===== src/rtl/half_add_pkg.sv =====
// ============================================================================
// Module      : half_add_pkg
// Description : Shared defaults and result type for the half_add primitive.
// Revision    : 1.0 - initial release
// ============================================================================
`default_nettype none

package half_add_pkg;

   localparam int unsigned DEF_WIDTH = 1;
   localparam int unsigned DEF_CNT_W = 16;

   typedef struct packed {
      logic sum;
      logic carry;
   } ha_res_t;

   function automatic ha_res_t ha_eval(input logic a, input logic b);
      ha_res_t r;
      r.sum   = a ^ b;
      r.carry = a & b;
      return r;
   endfunction

endpackage

`default_nettype wire


===== src/rtl/half_add_cell.sv =====
// ============================================================================
// Module      : half_add_cell
// Description : One-bit combinational half adder.
// Revision    : 1.0 - initial release
// ============================================================================
`default_nettype none

module half_add_cell
   import half_add_pkg::*;
(
   input  logic a,
   input  logic b,
   output logic sum,
   output logic carry
);

   ha_res_t w_res;

   assign w_res = ha_eval(a, b);
   assign sum   = w_res.sum;
   assign carry = w_res.carry;

endmodule

`default_nettype wire


===== src/rtl/half_add.sv =====
// ============================================================================
// Module      : half_add
// Description : Bank of half-adder cells with combinational and registered,
//               valid-qualified results plus a saturating carry-event counter.
// Revision    : 1.0 - initial release
// ============================================================================
`default_nettype none

module half_add
   import half_add_pkg::*;
#(
   parameter int unsigned WIDTH = DEF_WIDTH,
   parameter int unsigned CNT_W = DEF_CNT_W
) (
   input  logic             clk,
   input  logic             rst,
   input  logic [WIDTH-1:0] a,
   input  logic [WIDTH-1:0] b,
   output logic [WIDTH-1:0] sum,
   output logic [WIDTH-1:0] carry,
   input  logic             in_valid,
   output logic [WIDTH-1:0] sum_q,
   output logic [WIDTH-1:0] carry_q,
   output logic             out_valid,
   output logic [CNT_W-1:0] carry_cnt,
   input  logic             cnt_clr
);

   localparam logic [CNT_W-1:0] c_cnt_max = {CNT_W{1'b1}};
   localparam logic [CNT_W-1:0] c_cnt_one = CNT_W'(1);

   ha_res_t [WIDTH-1:0] w_res;
   logic    [WIDTH-1:0] w_sum;
   logic    [WIDTH-1:0] w_carry;
   logic                w_carry_evt;

   logic    [WIDTH-1:0] r_sum_q;
   logic    [WIDTH-1:0] r_carry_q;
   logic                r_out_valid;
   logic    [CNT_W-1:0] r_carry_cnt;

   generate
      for (genvar i = 0; i < WIDTH; i++) begin : g_cell
         half_add_cell u_cell (
            .a     (a[i]),
            .b     (b[i]),
            .sum   (w_res[i].sum),
            .carry (w_res[i].carry)
         );
         assign w_sum[i]   = w_res[i].sum;
         assign w_carry[i] = w_res[i].carry;
      end
   endgenerate

   assign w_carry_evt = in_valid & (|w_carry);

   // Result registers hold their contents while in_valid is low.
   always_ff @(posedge clk or posedge rst) begin
      if (rst) begin
         r_sum_q     <= '0;
         r_carry_q   <= '0;
         r_out_valid <= 1'b0;
      end else begin
         r_out_valid <= in_valid;
         if (in_valid) begin
            r_sum_q   <= w_sum;
            r_carry_q <= w_carry;
         end
      end
   end

   // Clear wins over increment; the count sticks at all-ones.
   always_ff @(posedge clk or posedge rst) begin
      if (rst) begin
         r_carry_cnt <= '0;
      end else if (cnt_clr) begin
         r_carry_cnt <= '0;
      end else if (w_carry_evt && (r_carry_cnt != c_cnt_max)) begin
         r_carry_cnt <= r_carry_cnt + c_cnt_one;
      end
   end

   assign sum       = w_sum;
   assign carry     = w_carry;
   assign sum_q     = r_sum_q;
   assign carry_q   = r_carry_q;
   assign out_valid = r_out_valid;
   assign carry_cnt = r_carry_cnt;

endmodule

`default_nettype wire


===== config.mk =====
export PLATFORM = sky130hd
export DESIGN_NAME = half_add
export DESIGN_NICKNAME = d
export VERILOG_FILES = /design/src/rtl/half_add_pkg.sv /design/src/rtl/half_add_cell.sv /design/src/rtl/half_add.sv
export SDC_FILE = /design/constraint.sdc
export NUM_CORES = 1
export LEC_CHECK = 0
export BUFFER_PORTS_ARGS = -buffer_cell sky130_fd_sc_hd__buf_2
export CAP_MARGIN = 20
export CORE_UTILIZATION = 55
export DETAILED_ROUTE_END_ITERATION = 8
export GPL_TIMING_DRIVEN = 0
export HOLD_SLACK_MARGIN = 0.15
export PLACE_DENSITY = 0.83
export SYNTH_ARGS = -nofsm -noshare
export SYNTH_HDL_FRONTEND = slang
export SYNTH_SLANG_ARGS = --single-unit

===== constraint.sdc =====
create_clock -name clk -period 4.5 [get_ports clk]
set_input_delay 0.9 -clock clk [delete_from_list [all_inputs] [get_ports clk]]
set_output_delay 0.9 -clock clk [all_outputs]
set_load 0.02 [all_outputs]

==> key figures <==
STA
  • Final setup violation count: 0
  • Final hold violation count: 0
  • Max Clock Skew: between 0.005 and 0.006 ns
  • Max-slew violations: 0
  • Min cycle time layout: around 2.3 ns
  • Peak Freq: around 0.43 GHz
  • Worst-Margin Slew: approximately 0.71 ns
  • Tcrit/Tclk final: a little over half
  • Hold Slack: 0.5303 ns
  • RSZ-0062 raised after global routing: no
  • Rel. slew slack: 52.94%
  • Total negative slack for setup checks: 0 ns

Hold path
  • Class of the most critical hold timing path: reg -> reg

Synthesis
  • Leading post-synthesis cells by cell area: sky130_fd_sc_hd__dfrtp_1 (46%), sky130_fd_sc_hd__a21oi_1 (5.3%), sky130_fd_sc_hd__o21ai_0 (5.3%), sky130_fd_sc_hd__or4_1 (5.1%), sky130_fd_sc_hd__nand4_1 (4.8%)
  • FFs w/ async S/R, synth: 100.0%
  • Cell with the most instances after synthesis: sky130_fd_sc_hd__dfrtp_1
  • Post-synth EDFFs: 0
  • Simple-gate area share of the yosys netlist: 31.96%
  • List of most frequent post-synthesis cells: sky130_fd_sc_hd__dfrtp_1 (19), sky130_fd_sc_hd__a21oi_1 (11), sky130_fd_sc_hd__o21ai_0 (11)
  • Fraction of synthesized cell area taken by the top area cell type: between 40% and 50%
  • Avg Inst Size Synth: between 9 and 10 µm²
  • Flop and latch count out of synthesis: 19
  • XOR/XNOR Fraction of Synth Area: 0%
  • Arithmetic-cell share of the synthesized area counting full adders, half adders and majority gates: 2.421%
  • Complex-gate fraction of the synthesized area: a little over an eighth
  • Post-Syn Instances: between 100 and 150
  • Proportion of synthesized area in mux cells: 2.179%
  • Syn_nets: ~120
  • Top FF cell, synth: sky130_fd_sc_hd__dfrtp_1
  • Area of the mapped netlist: 0.001033 mm²
  • Most area-hungry cell type in the Yosys netlist: sky130_fd_sc_hd__dfrtp_1
  • Warnings, synthesis: 0
  • Share of synthesized area occupied by flip-flops and latches: 46.00%
  • Dominant combinational cell family by area after synthesis: simple AND/OR/NAND/NOR gates
  • Count of different cell masters after synthesis: 32

GRT
  • Pin count of the biggest net entering global routing: 20
  • Antenna violations before repair: 0
  • Remaining global-route overflow: 0
  • First-pass GRT wire length: roughly 3.7 mm
  • Total GRT Usage: about a quarter
  • Via count of the first global-routing pass: between 800 and 900

Die
  • Die span in y: 45.35 µm
  • Width of the die: ~45 µm
  • Top Ports: 27
  • Area of the die: slightly above 0.002 mm²
  • Standard-cell row count: 15
  • Initial standard-cell utilization of the core: between 50% and 60%
  • Area of the core: approximately 0.0017 mm²

Critical path
  • Required time worst endpoint: approximately 3.6 ns
  • Arrival time of data at the critical path endpoint: around 1.5 ns
  • Chain of cells forming the critical path: buf_2, ha_1, buf_2
  • Largest fanout on the critical path: 2
  • Crit-path max cell delay: just under 0.3 ns
  • Critical Path Source Type: input pin
  • Critical Path Most Common Cell: sky130_fd_sc_hd__buf_2
  • Setup CP Type: in -> out
  • Critical path capture point type: output pin
  • Critical-path top delay cell: sky130_fd_sc_hd__ha_1

Final layout
  • Number of inserted diodes: 0
  • Layout cells sized above 1: between 20% and 30%
  • Area growth from synthesis to layout: 17.68%
  • Summed area of non-filler cells in the final layout: between 0.001 and 0.0015 mm²
  • Fin nets: 148

Clocking
  • Setup repair bufs after CTS: 0
  • Clk_lat worst skew: 0.29 ns
  • Master cell of the clock root buffer: sky130_fd_sc_hd__clkbuf_4
  • CTS H-tree lvls: 1
  • Post_cts resized: 0
  • Hold buffer count at cts: 0
  • Total clock buffers created by CTS: 3
  • Clock transition at the registers of the reported paths: 0.09 ns
  • TritonCTS clock tree: done
  • Clock sink total: 19
  • Maximum buffer depth of the clock tree: 2

Drt
  • Detailed Routing Iterations Pass 1: 4
  • Routed Antenna Nets: 0
  • Remaining routing DRC violations: 0
  • DRT Wirelength: between 2 and 2.5 mm
  • Violation count after the first detailed-routing iteration: 28
  • WL per Instance: roughly 14 µm
  • Vias: 1008
  • Average via count per standard cell: a little over 6

Placement
  • Placed wire-length estimate after detailed placement: ~1.7 mm
  • Port-buffer cells: 25
  • Gp weighted congestion: just over 0.8
  • Dpl cell area: approximately 0.0012 mm²

Pwr
  • Net switching component of the power: 68.23 µW
  • Max VDD drop: 201.9 µV
  • Proportion of total power due to net switching: 24.02%
  • Part of the total power dissipated in the clock network: 29.0%
  • Comb power frac: under 10%
  • P_leak: roughly 0.00055 µW
  • Total Power: around 280 µW
  • Sequential share of power: around 60%
  • Int Power: approximately 220 µW
  • Cell Pwr Density: about 230 mW/mm²

Outcome
  • Outcome: finished clean

Run
  • Max_cap viols: 0
critical path: cells and delay by family:
family | cells | cell delay [ns]
fa+ha+maj | 1 | 0.29
buf+inv | 2 | 0.26
cells in the final DEF, fill, tap and decap left out, drive strengths merged, types with 2 or more instances in the layout:
| cell type | Yosys | routed |
|---|---|---|
| a21oi | 11 | 11 |
| buf | 3 | 28 |
| clkbuf | 2 | 6 |
| dfrtp | 19 | 19 |
| ha | 2 | 2 |
| inv | 3 | 3 |
| mux2 | 2 | 2 |
| nand2 | 5 | 5 |
| nand3 | 3 | 3 |
| nand4 | 9 | 9 |
| nor2 | 5 | 5 |
| nor2b | 2 | 2 |
| nor3 | 5 | 5 |
| nor4 | 2 | 2 |
| o21ai | 11 | 11 |
| o31ai | 3 | 3 |
| or3 | 8 | 8 |
| or4 | 7 | 7 |
cell type report:
class	instances	area (µm²)
inverter	3	11.26
multi-input combinational	83	519.2
tap	25	31.28
sequential	19	475.5
buffer	5	27.53
timing repair buffer	25	125.1
fill	155	529.3
clock buffer	4	26.28
sequential cells by signal, summed over array words and instances (netlist names):
| register | cells |
|---|---|
| carry_cnt | 16 |
| out_valid | 1 |
| carry_q | 1 |
| sum_q | 1 |
layer usage:
layer / up-vias / GRT usage, % / wire length (µm)
met5: - / 0 / 0
met4: 0 / 10.91 / 29
met3: 4 / 2.400 / 86
met2: 32 / 41.16 / 1107
met1: 485 / 33.76 / 1063
li1: 487 / - / -
per-stage QoR:
step,std cells,setup WS [ns],utilization (%)
after floorplan,110,2.189,-
after global placement,160,2.154,68.17
final,164,2.152,69.68
after CTS,164,2.152,69.68
after detailed placement,160,2.101,68.17
after global routing,164,2.128,69.68
kinds of logic after synthesis:
family | after synthesis
flops | 19
fa+ha+maj | 2
simple gates | 53
mux | 2
compound gates | 26
buf+inv | 8
power groups by stage:
stage / combinational [µW] / clock (µW) / sequential (µW)
after floorplan: 12.8 / 0 / 183
after global placement: 25.5 / 0 / 179
after detailed placement: 26.1 / 0 / 179
after CTS: 26.3 / 84.8 / 176
after global routing: 28.6 / 91.1 / 176
final: 26.1 / 82.4 / 176
path summary, 6_finish.rpt:
check                             startpoint           end  slack [ns]  cells past startpoint
worst max-delay path                       a           sum        2.15                      3
worst min-delay path                 carry_q       carry_q        0.53                      2
worst max register to register  carry_cnt[0]  carry_cnt[5]        2.51                      6
worst min register to register       carry_q       carry_q        0.53                      2
max in group asynchronous                rst         sum_q        3.35                      2
min in group asynchronous                rst  carry_cnt[3]        0.70                      2
(Power assumes the default switching activity.)
